File: config.mk
export PLATFORM = sky130hd
export DESIGN_NAME = trd_pc_sched
export DESIGN_NICKNAME = d
export VERILOG_FILES = /design/src/rtl/trd_pc_sched.sv
export SDC_FILE = /design/constraint.sdc
export NUM_CORES = 1
export LEC_CHECK = 0
export ABC_AREA = 1
export BUFFER_PORTS_ARGS = -buffer_cell sky130_fd_sc_hd__buf_2
export CAP_MARGIN = 10
export CORE_UTILIZATION = 55
export CTS_BUF_LIST = sky130_fd_sc_hd__clkbuf_8 sky130_fd_sc_hd__clkbuf_16
export DETAILED_ROUTE_END_ITERATION = 8
export MAX_ROUTING_LAYER = met4
export PLACE_DENSITY = 0.76
export SLEW_MARGIN = 15
export SYNTH_ARGS = -nofsm -noshare
export SYNTH_HDL_FRONTEND = slang
export SYNTH_SLANG_ARGS = --single-unit
File: constraint.sdc
create_clock -name clk -period 9.9 [get_ports clk]
set_input_delay 2.475 -clock clk [delete_from_list [all_inputs] [get_ports clk]]
set_output_delay 2.475 -clock clk [all_outputs]
set_load 0.02 [all_outputs]
File: src/rtl/trd_pc_sched.sv
// Per-thread PC file and round-robin scheduler for the 8-thread barrel core.
// Tracks miss-blocked threads and issues one ready thread per cycle to fetch.
module trd_pc_sched #(
  parameter logic [31:0] START_PC = 32'h0000_0000,
  parameter int          NUM_TRD  = 8
) (
  input  logic        clk,
  input  logic        rst_n,
  input  logic [31:0] nxt_pc_0,
  input  logic [31:0] nxt_pc_1,
  input  logic [31:0] nxt_pc_2,
  input  logic [31:0] nxt_pc_3,
  input  logic [31:0] nxt_pc_4,
  input  logic [31:0] nxt_pc_5,
  input  logic [31:0] nxt_pc_6,
  input  logic [31:0] nxt_pc_7,
  input  logic [7:0]  pc_wr,
  input  logic [7:0]  trd_en,
  input  logic        i_miss,
  input  logic [2:0]  i_miss_trd,
  input  logic        d_miss,
  input  logic [2:0]  d_miss_trd,
  input  logic        i_fill_done,
  input  logic [2:0]  i_fill_trd,
  input  logic        d_fill_done,
  input  logic [2:0]  d_fill_trd,
  input  logic        stall,
  output logic [2:0]  cur_trd,
  output logic [31:0] cur_pc,
  output logic        cur_vld,
  output logic [7:0]  blocked
);

  logic [31:0] pc     [NUM_TRD];
  logic [31:0] nxt_pc [NUM_TRD];
  logic [2:0]  rr_ptr;
  logic [7:0]  mset;
  logic [7:0]  mclr;
  logic [7:0]  ready;
  logic [2:0]  sel;
  logic        any_rdy;
  logic [31:0] spc;

  assign nxt_pc[0] = nxt_pc_0;
  assign nxt_pc[1] = nxt_pc_1;
  assign nxt_pc[2] = nxt_pc_2;
  assign nxt_pc[3] = nxt_pc_3;
  assign nxt_pc[4] = nxt_pc_4;
  assign nxt_pc[5] = nxt_pc_5;
  assign nxt_pc[6] = nxt_pc_6;
  assign nxt_pc[7] = nxt_pc_7;

  always_comb begin
    mset = '0;
    mclr = '0;
    if (i_miss)      mset[i_miss_trd] = 1'b1;
    if (d_miss)      mset[d_miss_trd] = 1'b1;
    if (i_fill_done) mclr[i_fill_trd] = 1'b1;
    if (d_fill_done) mclr[d_fill_trd] = 1'b1;
  end

  // A miss this cycle removes its thread immediately; a fill only acts via blocked.
  assign ready   = trd_en & ~blocked & ~mset;
  assign any_rdy = |ready;

  always_comb begin
    logic       found;
    logic [2:0] idx;
    sel   = rr_ptr;
    found = 1'b0;
    idx   = rr_ptr;
    for (int k = 1; k <= NUM_TRD; k++) begin
      idx = rr_ptr + 3'(k);
      if (!found && ready[idx]) begin
        sel   = idx;
        found = 1'b1;
      end
    end
  end

  // Bypass lets a lone runnable thread issue back-to-back with its fresh PC.
  assign spc = pc_wr[sel] ? nxt_pc[sel] : pc[sel];

  always_ff @(posedge clk or negedge rst_n) begin
    if (!rst_n) begin
      for (int i = 0; i < NUM_TRD; i++) pc[i] <= START_PC;
      blocked <= '0;
    end else begin
      for (int i = 0; i < NUM_TRD; i++) begin
        if (pc_wr[i]) pc[i] <= nxt_pc[i];
      end
      blocked <= (blocked & ~mclr) | mset;
    end
  end

  always_ff @(posedge clk or negedge rst_n) begin
    if (!rst_n) begin
      rr_ptr  <= 3'd7;
      cur_trd <= 3'd0;
      cur_pc  <= START_PC;
      cur_vld <= 1'b0;
    end else if (stall) begin
      // Held slot still tracks redirects and is killed if its thread misses.
      if (pc_wr[cur_trd]) cur_pc <= nxt_pc[cur_trd];
      cur_vld <= cur_vld & ~mset[cur_trd];
    end else if (any_rdy) begin
      rr_ptr  <= sel;
      cur_trd <= sel;
      cur_pc  <= spc;
      cur_vld <= 1'b1;
    end else begin
      cur_vld <= 1'b0;
    end
  end

endmodule

## Yosys cells after proc, flatten, opt, wreduce, memory -nomap -nowiden

Index checks and enable logic that the tools add are counted.

- Bits in writable memories: 0
- Bits in registers: 303
- Memories kept: 0
- Latch bits: 0
- Memory bits (read-only): 0

- Div/mod/pow operators: 0
- Eq/ne operators: 1
- Add/subtract/negate cells: 7
- Reductions and logical operators: 22
- Muxes and demuxes: 64
- Multiply operators: 0
- Order comparisons: 20
- Bitwise gates (word level): 14
- Shift-type cells: 0

Operators by type and width:

| kind | number |
|---|---|
| $mux 32 | 10 |
| $bmux 32 s3 | 3 |
| $lt 3x4->1 const B | 14 |
| $bmux 1 s3 | 11 |
| $mux 8 | 4 |
| $and 8x8->8 | 3 |
| $mux 1 | 24 |
| $mux 3 | 8 |
| $not 8->8 | 3 |
| $or 8x8->8 | 3 |
| $add 3x3->3 const B | 4 |
| $demux 1 s3 | 4 |
| $ge 3x1->1 const B | 4 |
| $logic_and 1x1->1 | 11 |
| $ge 4x4->1 const B | 2 |
| $not 3->4 | 2 |
| $reduce_or 8->1 | 1 |
| $logic_not 1->1 | 7 |
| $add 3x2->3 const B | 2 |
| $reduce_and 2->1 | 2 |
| $add 3x1->3 const B | 1 |
| $ne 2x1->1 const B | 1 |
| $not 1->1 | 2 |
| $reduce_bool 2->1 | 1 |
| $and 1x1->1 | 1 |

## Longest topological paths before layout

Gate-level depths: netlist of run 1.

- Word-level depth: 40
- Gate-level depth with buffers: 27
- Depth with buffers taken out: 25

## Worst setup path after synthesis of run 1

Ideal clock, no wire load.

- Path kind: input to register
- Start point: in i_miss
- End point: reg cur_pc[11]
- Setup time: 0.117 ns
- Stages on the path: 25
- Data arrival time: 4.631 ns
- Slack: 5.152 ns
- Path buffers: 2
- Cells stage by stage: inv_1 > nor2_2 > nand2_1 > nand3_1 > nand2_1 > nand3_1 > nand3_1 > nand2_1 > nand3_1 > nor2_4 > nand4_4 > nand2_4 > nand2_4 > buf_4 > buf_2 > nand2_1 > nand2_1 > nand2_1 > nand2_1 > nand2_1 > nand2_1 > nand2_1 > nand3_1 > nand2_1 > nand2_1

- Word-level cells in the longest chain between the ends: 36
- Elaborated cells between the ends (all ways): 65

RTL lines:

| element | line | source |
|---|---|---|
| start: declaration | 19 | `input logic i_miss,` |
| $mux 8 (*) | 56 | `if (i_miss) mset[i_miss_trd] = 1'b1;` |
| $or 8x8->8 (no source line) | -- |  |
| $mux 8 (*) | 57 | `if (d_miss) mset[d_miss_trd] = 1'b1;` |
| $not 8->8 (*) | 63 | `assign ready = trd_en & ~blocked & ~mset;` |
| $and 8x8->8 (*) | 63 |  |
| $bmux 1 s3 | 74 | `if (!found && ready[idx]) begin` |
| $mux 1 (not written as such) | 74 |  |
| $mux 1 | 74 |  |
| [19 not listed] | -- |  |
| $logic_and 1x1->1 | 74 |  |
| $mux 3 | 74 |  |
| $not 3->4 (not written as such) | 82 | `assign spc = pc_wr[sel] ? nxt_pc[sel] : pc[sel];` |
| $bmux 32 s3 | 82 |  |
| $mux 32 (not written as such) (2 in series) | 82 |  |
| $mux 32 | 82 |  |
| $mux 32 | 106 | `end else if (any_rdy) begin` |
| $mux 32 | 102 | `end else if (stall) begin` |
| end signal: assignment | 104 | `if (pc_wr[cur_trd]) cur_pc <= nxt_pc[cur_trd];` |
| end signal: assignment | 109 | `cur_pc <= spc;` |
| end: declaration | 29 | `output logic [31:0] cur_pc,` |

Every way passes the cells marked *; elsewhere a longest branch is shown, timed or not. The select of a mux whose other input is x is not followed.
A chain may end at the register's enable or synchronous reset.

## Worst setup path in the final report of run 1

- Start point: in d_miss_trd[2]
- End point: reg cur_pc[22]

- Word-level cells in the longest chain between the ends: 39
- Elaborated cells between the ends (all ways): 69

RTL lines:

| element | line | source |
|---|---|---|
| start: declaration | 22 | `input logic [2:0] d_miss_trd,` |
| $lt 3x4->1 (not written as such) or $ge 3x1->1 (tied branches) | 57 |  |
| $logic_and 1x1->1 (not written as such) | 57 |  |
| $mux 1 (not written as such) | 57 |  |
| $demux 1 s3 (*) | 57 |  |
| $or 8x8->8 (no source line) (*) | -- |  |
| $mux 8 (*) | 57 |  |
| $not 8->8 (*) | 63 |  |
| $and 8x8->8 (*) | 63 |  |
| [22 not listed] | -- |  |
| $logic_and 1x1->1 | 74 |  |
| $mux 3 | 74 |  |
| $not 3->4 (not written as such) | 82 |  |
| $bmux 32 s3 | 82 |  |
| $mux 32 (not written as such) (2 in series) | 82 |  |
| $mux 32 | 82 |  |
| $mux 32 | 106 |  |
| $mux 32 | 102 |  |

Marked as above.

==> results of run 1 <==
[registers in the layout (all words and copies together) (netlist names)]
| name | cells |
|---|---|
| rr_ptr | 3 |
| blocked | 8 |
| cur_pc | 32 |
| cur_vld | 1 |
| cur_trd | 3 |
| pc | 256 |
[logic make-up after synthesis]
kind of cell | synth area share
adder cells (fa/ha/maj) | 0.00118
flip-flops | 0.357
AO/OA/AOI/OAI | 0.0974
AND/OR/NAND/NOR | 0.392
multiplexers | 0.0783
XOR/XNOR | 0.00124
buffers and inverters | 0.0731
[worst reg2reg max path: stages (launching register included)]
cell      delay [ns]
dfstp_2         0.69
clkinv_1        0.32
ha_1            0.56
clkinv_1        0.39
nand3_1         0.24
nand2_1         0.11
o21ai_1         0.38
nand4_4         0.28
nand2_8         0.64
nand2_8         0.80
nand2_1         0.24
nand2_1         0.09
nand2_1         0.08
nand3_1         0.09
nand2_2         0.85
inv_2           0.74
nand2_1         0.22
nand3_1         0.09
nand2_1         0.12
nand2_1         0.05
[through the flow]
| stage | instance area, sq um | cells | setup WS [ns] | hold WS, ns |
|---|---|---|---|---|
| after floorplan | 21300 | 3275 | 5.15 | 0.442 |
| after global placement | 22800 | 3902 | 2.05 | 0.454 |
| after detailed placement | 22800 | 3902 | 1.92 | 0.458 |
| after CTS | 24100 | 3969 | 2.51 | 0.473 |
| after global routing | 24100 | 3975 | 1.87 | 0.488 |
| final | 24100 | 3976 | 2.26 | 0.470 |
[synthesized netlist by cell type, drive strengths merged (3+ instances only)]
cell       n  area (sq um)
a21oi    120           604
a31o       4          35.0
buf      126           659
clkbuf   119           447
clkinv     4          15.0
dfrtp    300          7510
dfstp      3          78.8
inv      116           435
mux2     148          1670
nand2   1505          5670
nand3    390          1960
nand4     29           196
nor2     130           503
o211ai     4          30.0
o21ai    237          1190
o22ai     26           163
[worst paths after layout]
kind | start | endpoint | slack (ns) | cells past startpoint
max | d_miss_trd[2] | cur_pc[22] | 2.26 | 23
min | pc[12] | pc[12] | 0.47 | 2
max reg2reg | rr_ptr[1] | cur_pc[22] | 2.81 | 19
min reg2reg | pc[12] | pc[12] | 0.47 | 2
max in group asynchronous | rst_n | cur_trd[0] | 6.50 | 2
min in group asynchronous | rst_n | pc[152] | 1.90 | 1
[per-layer routing]
metal	vias to the layer above	wire length [microns]	part of all wire
li1	10900	-	-
met1	10900	30200	0.40
met2	1484	34100	0.45
met3	263	8420	0.11
met4	0	3390	0.045
met5	-	0	0
[final cells by class]
type                            count  area [sq um]
Antenna cell                        7          17.5
Clock buffer                       48          1080
Clock inverter                     19           195
Fill cell                        3517         13800
Inverter                          120           452
Multi-Input combinational cell   2607         12200
Sequential cell                   303          7590
Tap cell                          511           639
Timing Repair Buffer              361          1910
==> run summary, run 1 <==
run status -> completed
Final Cycle Share -> 0.772
htree depth -> 2
Clk pin slew, worst setup/hold paths -> 0.06 ns
Initial DRC Count -> 2360
crit path max fanout -> 157
row count -> 71
port bufs -> 334
DRC viols -> 0
HP Class -> register to register
Detailed Routing Iterations Pass 1 -> 6
relative slew slack -> 0.186
Syn-to-layout area delta -> 13.2%
most frequent cells in the layout -> nand2_1, nand3_1, buf_2, dfrtp_1, o21ai_0
GRT Total Usage -> 0.395
cts hold-fix bufs -> 0
global-route wire length before repair -> 119 mm
syn_nets -> 3568
slowest stage delay, CP -> 0.85 ns
grt met3 use -> 0.0734
final WL -> 76.1 mm
clock buffer depth -> 3
Final Core Density -> 0.637
met1 Resource Use GR -> 0.506
dpl hpwl -> 44.3 mm
Netlist cell types -> 38
Buf+Inv Stages, Crit Path -> 3
core box area -> 0.0378 sq mm
commonest non-fill, non-tap cell in the layout -> nand2_1
Seq/Total Area, Yosys -> 0.357
GPL Wtd Cong -> 0.981
global route total overflow -> 0
slowest CP cell -> nand2_2
max cap viols -> 0
Root Driver -> clkbuf_16
Die X -> 199 microns
CTS tree -> done
Vias -> 23500
CTS sink count -> 303
Most used DFF post-synth -> dfrtp_1
max-slew violations -> 0
busiest grt layer -> met2
Vias/cell -> 5.92
post-synthesis sequential element count -> 303
Die Y -> 199 microns
post-route ant nets -> 0
Die Area -> 0.0395 sq mm
unrepaired setup endpoints after global routing -> no
Cell Area, Synth -> 0.0213 sq mm
final setup skew -> 0.0185 ns
routing usage on met2 -> 0.598
Layout Nets -> 3723
Crit path top cell by count -> nand2_1
Worst EP arrival -> 8.08 ns
ys async rst share -> 1.00
Post-synth EDFFs -> 0
final hold viol count -> 0
critical path endpoint category -> register
Critical Path, Cell by Cell -> buf_2, inv_1, nand4_1, nand4_1, nand3_1, nand2_1, nand2_1, nand2_1, nand3_1, nor2_4, nand4_4, nand2_8, nand2_8, nand2_1, nand2_1, nand2_1, nand3_1, nand2_2, inv_2, nand2_1, nand3_1, nand2_1, nand2_1
final setup violation count -> 0
Final min period -> 7.64 ns
average size of a mapped cell -> 6.50 sq um
delay-heaviest family, CP -> simple AND/OR/NAND/NOR gates
initial antenna violation count -> 6
Worst Path Required -> 10.34 ns
WS Path Type -> input port to register
Post-Route Setup TNS -> 0 ns
clock latency on the worst-skew pair -> 0.56 ns
detailed-route wire length per cell -> 19.1 microns
Ports -> 335
post-CTS resize count -> 0
largest net degree at the start of global routing -> 257
layout cells sized above 1 -> 0.177
FMAX -> 0.131 GHz
Slew @ Worst Pin -> 1.22 ns
post-synthesis cell count -> 3275
cts bufs inserted -> 37
Initial Util -> 0.562
Post-CTS Setup Inserts -> 0
Synth warnings -> 0
crit path launch type -> input port
vias in the first global route -> 22500
Power of run 1 is not shown: default switching activity piles up to over one toggle a cycle in this logic, so the estimate is an artifact.
==> inputs of run 2 (changes only) <==
--- a/config.mk
+++ b/config.mk
@@ -5,10 +5,10 @@
 export SDC_FILE = /design/constraint.sdc
 export NUM_CORES = 1
 export LEC_CHECK = 0
-export ABC_AREA = 1
+export ABC_AREA = 0
 export BUFFER_PORTS_ARGS = -buffer_cell sky130_fd_sc_hd__buf_2
 export CAP_MARGIN = 10
-export CORE_UTILIZATION = 55
+export CORE_UTILIZATION = 52
 export CTS_BUF_LIST = sky130_fd_sc_hd__clkbuf_8 sky130_fd_sc_hd__clkbuf_16
 export DETAILED_ROUTE_END_ITERATION = 8
 export MAX_ROUTING_LAYER = met4
==> constraint.sdc (replaced) <==
create_clock -name clk -period 6.35 [get_ports clk]
set_input_delay 1.5875 -clock clk [delete_from_list [all_inputs] [get_ports clk]]
set_output_delay 1.5875 -clock clk [all_outputs]
set_load 0.02 [all_outputs]
==> run 2 against run 1 <==
  * Final area fell by 2.1%
  * Synthesized cell count fell by 44%
  * Clock-buffer cell count fell by 3
  * Via count fell by 25%
  * Die area fell by 0.24%
  * Sequential share of layout area rose by 0.69 points
  * Clock skew rose by 0.0044 ns
  * Flip-flop and latch count did not move
  * Final cell count fell by 34%
  * Largest cell class unchanged
==> run summary, run 2 <==
run status -> completed
Seq/Total Area, Yosys -> 0.378 (+0.0215)
Die X -> 198 microns (-0.12%)
post-synth top area cell -> dfrtp_1
Post-Route Setup TNS -> 0 ns (unchanged)
htree depth -> 2 (unchanged)
Most used DFF post-synth -> dfrtp_1
Layout Nets -> 2374 (-36%)
FMAX -> 0.180 GHz
Clk pin slew, worst setup/hold paths -> 0.06 ns (about the same)
critical path endpoint category -> register
Netlist cell types -> 73 (+92%)
crit path max fanout -> 38 (-76%)
detailed-route wire length per cell -> 24.4 microns (+27%)
slowest stage delay, CP -> 0.61 ns (-0.24 ns)
Biggest register -> pc
Syn-to-layout area delta -> 17.5%
relative slew slack -> 0.323 (+0.137)
Cell Area, Synth -> 0.0201 sq mm (-5.7%)
GPL Wtd Cong -> 0.953 (-2.9%)
Slew @ Worst Pin -> 1.01 ns (-0.207 ns)
ys async rst share -> 1.00 (unchanged)
Commonest cells post-synth -> mux2_2, dfrtp_1, nand2_1
Root Driver -> clkbuf_16
CTS sink count -> 303 (unchanged)
cts bufs inserted -> 36 (-2.7%)
Post-synth EDFFs -> 0 (unchanged)
largest net degree at the start of global routing -> 122 (-53%)
Ports -> 335 (unchanged)
Largest register FFs -> 256 (unchanged)
WS Path Type -> input port to register
Largest regs -> pc (256), cur_pc (32), blocked (8)
crit path launch type -> input port
post-route ant nets -> 0 (unchanged)
Synth warnings -> 0 (unchanged)
post-synthesis cell count -> 1832 (-44%)
final WL -> 64.2 mm (-16%)
Die Y -> 198 microns (-0.12%)
Final Cycle Share -> 0.873
Vias/cell -> 6.66 (+13%)
layout cells sized above 1 -> 0.431 (+0.254)
Vias -> 17500 (-25%)
commonest non-fill, non-tap cell in the layout -> buf_2
final setup violation count -> 0 (unchanged)
delay-heaviest family, CP -> simple AND/OR/NAND/NOR gates
clock latency on the worst-skew pair -> 0.53 ns (-0.03 ns)
global route total overflow -> 0 (unchanged)
row count -> 71 (unchanged)
dpl hpwl -> 41.9 mm (-5.2%)
cts hold-fix bufs -> 0 (unchanged)
initial antenna violation count -> 11 (+5)
ranking of synthesized cells by area -> dfrtp_1, mux2_2, mux4_2
Initial Util -> 0.530 (-0.0320)
Initial DRC Count -> 1892 (-20%)
GRT Total Usage -> 0.335 (-0.0600)
Detailed Routing Iterations Pass 1 -> 6 (unchanged)
Post-CTS Setup Inserts -> 0 (unchanged)
most frequent cells in the layout -> buf_2, mux2_2, dfrtp_1, nand2_1, a21oi_1
max cap viols -> 0 (unchanged)
port bufs -> 334 (unchanged)
final hold viol count -> 0 (unchanged)
Worst Path Required -> 6.71 ns (-3.63 ns)
post-CTS resize count -> 0 (unchanged)
syn_nets -> 2125 (-40%)
Worst EP arrival -> 5.90 ns (-2.18 ns)
CTS tree -> done
Final Core Density -> 0.623 (-0.0136)
slowest CP cell -> or4b_1
count leader, synth -> mux2_2
Buf+Inv Stages, Crit Path -> 4 (+1)
HP Class -> register to register
Synth top area share -> 0.374 (+0.0213)
final setup skew -> 0.0229 ns (+0.00441 ns)
core box area -> 0.0378 sq mm (unchanged)
Critical Path, Cell by Cell -> buf_2, or4b_1, and3_1, mux4_2, mux2_2, or3b_4, a211oi_4, inv_2, a21oi_4, buf_12, buf_12, mux2_2, o221a_2, o21ai_1, a31oi_1
post-synthesis sequential element count -> 303 (unchanged)
clock buffer depth -> 3 (unchanged)
global-route wire length before repair -> 99.5 mm (-16%)
DRC viols -> 0 (unchanged)
average size of a mapped cell -> 11.0 sq um (+69%)
Final min period -> 5.54 ns
vias in the first global route -> 17500 (-22%)
Die Area -> 0.0394 sq mm (-0.24%)
unrepaired setup endpoints after global routing -> no
max-slew violations -> 0 (unchanged)
[run 2: cell count changes in the layout (fill, tap and decap cells not counted), moves of 34 or more]
cell,previous run,this run
a21o_1,0,100
a221o_1,0,35
a221oi_1,0,34
a31oi_1,0,40
and2_1,0,66
inv_1,110,12
mux2_2,148,320
mux2i_1,0,49
mux4_2,0,82
nand2_1,1501,188
nand3_1,388,10
nor2_1,126,11
o21ai_0,234,10
[run 2: through the flow]
stage / worst slack, ns / hold WS, ns / instances / cell area (sq um)
4_1_cts: 0.848 / 0.501 / 2618 / 23500
3_3_place_gp: 0.395 / 0.481 / 2554 / 22400
6_report: 0.806 / 0.499 / 2634 / 23600
5_1_grt: 0.519 / 0.515 / 2629 / 23600
3_5_place_dp: 0.300 / 0.488 / 2554 / 22400
2_1_floorplan: 0.921 / 0.472 / 1832 / 20100
[run 2: routing by layer]
layer	GRT usage	routed length (microns)	up-vias
met2	0.506	30000	975
met5	-	0	-
li1	-	-	7581
met4	0.151	2570	0
met3	0.0582	5250	200
met1	0.444	26300	8791
[run 2: final timing paths]
kind,startpoint,endpoint,slack (ns),cells past startpoint
setup / recovery,d_miss_trd[0],cur_pc[13],0.81,15
hold / removal,pc[249],pc[249],0.50,1
setup reg to reg,rr_ptr[1],cur_pc[13],1.07,15
hold reg to reg,pc[249],pc[249],0.50,1
max in group asynchronous,rst_n,cur_pc[6],4.13,2
min in group asynchronous,rst_n,cur_pc[25],1.09,1
[run 2: cells by family (layout without fill, tap and decap cells)]
logic type / after synthesis / count (layout) / synth area share
AOI/OAI and AO/OA: 525 / 525 / 0.189
xor gates and xnor gates: 7 / 7 / 0.00343
adders and majority gates: 2 / 2 / 0.00125
buffers and inverters: 189 / 464 / 0.0413
DFF: 303 / 303 / 0.378
muxes: 454 / 454 / 0.298
other: 0 / 16 / 0
and+or+nand+nor: 352 / 352 / 0.0888
[run 2: cell type report]
type	count	area (sq um)
Antenna cell	16	40.0
Clock inverter	19	144
Inverter	10	37.5
Fill cell	3094	14300
Sequential cell	303	7590
Timing Repair Buffer	390	2360
Clock buffer	45	1040
Multi-Input combinational cell	1340	11700
Tap cell	511	639
Power of run 2 is left out for the same reason.
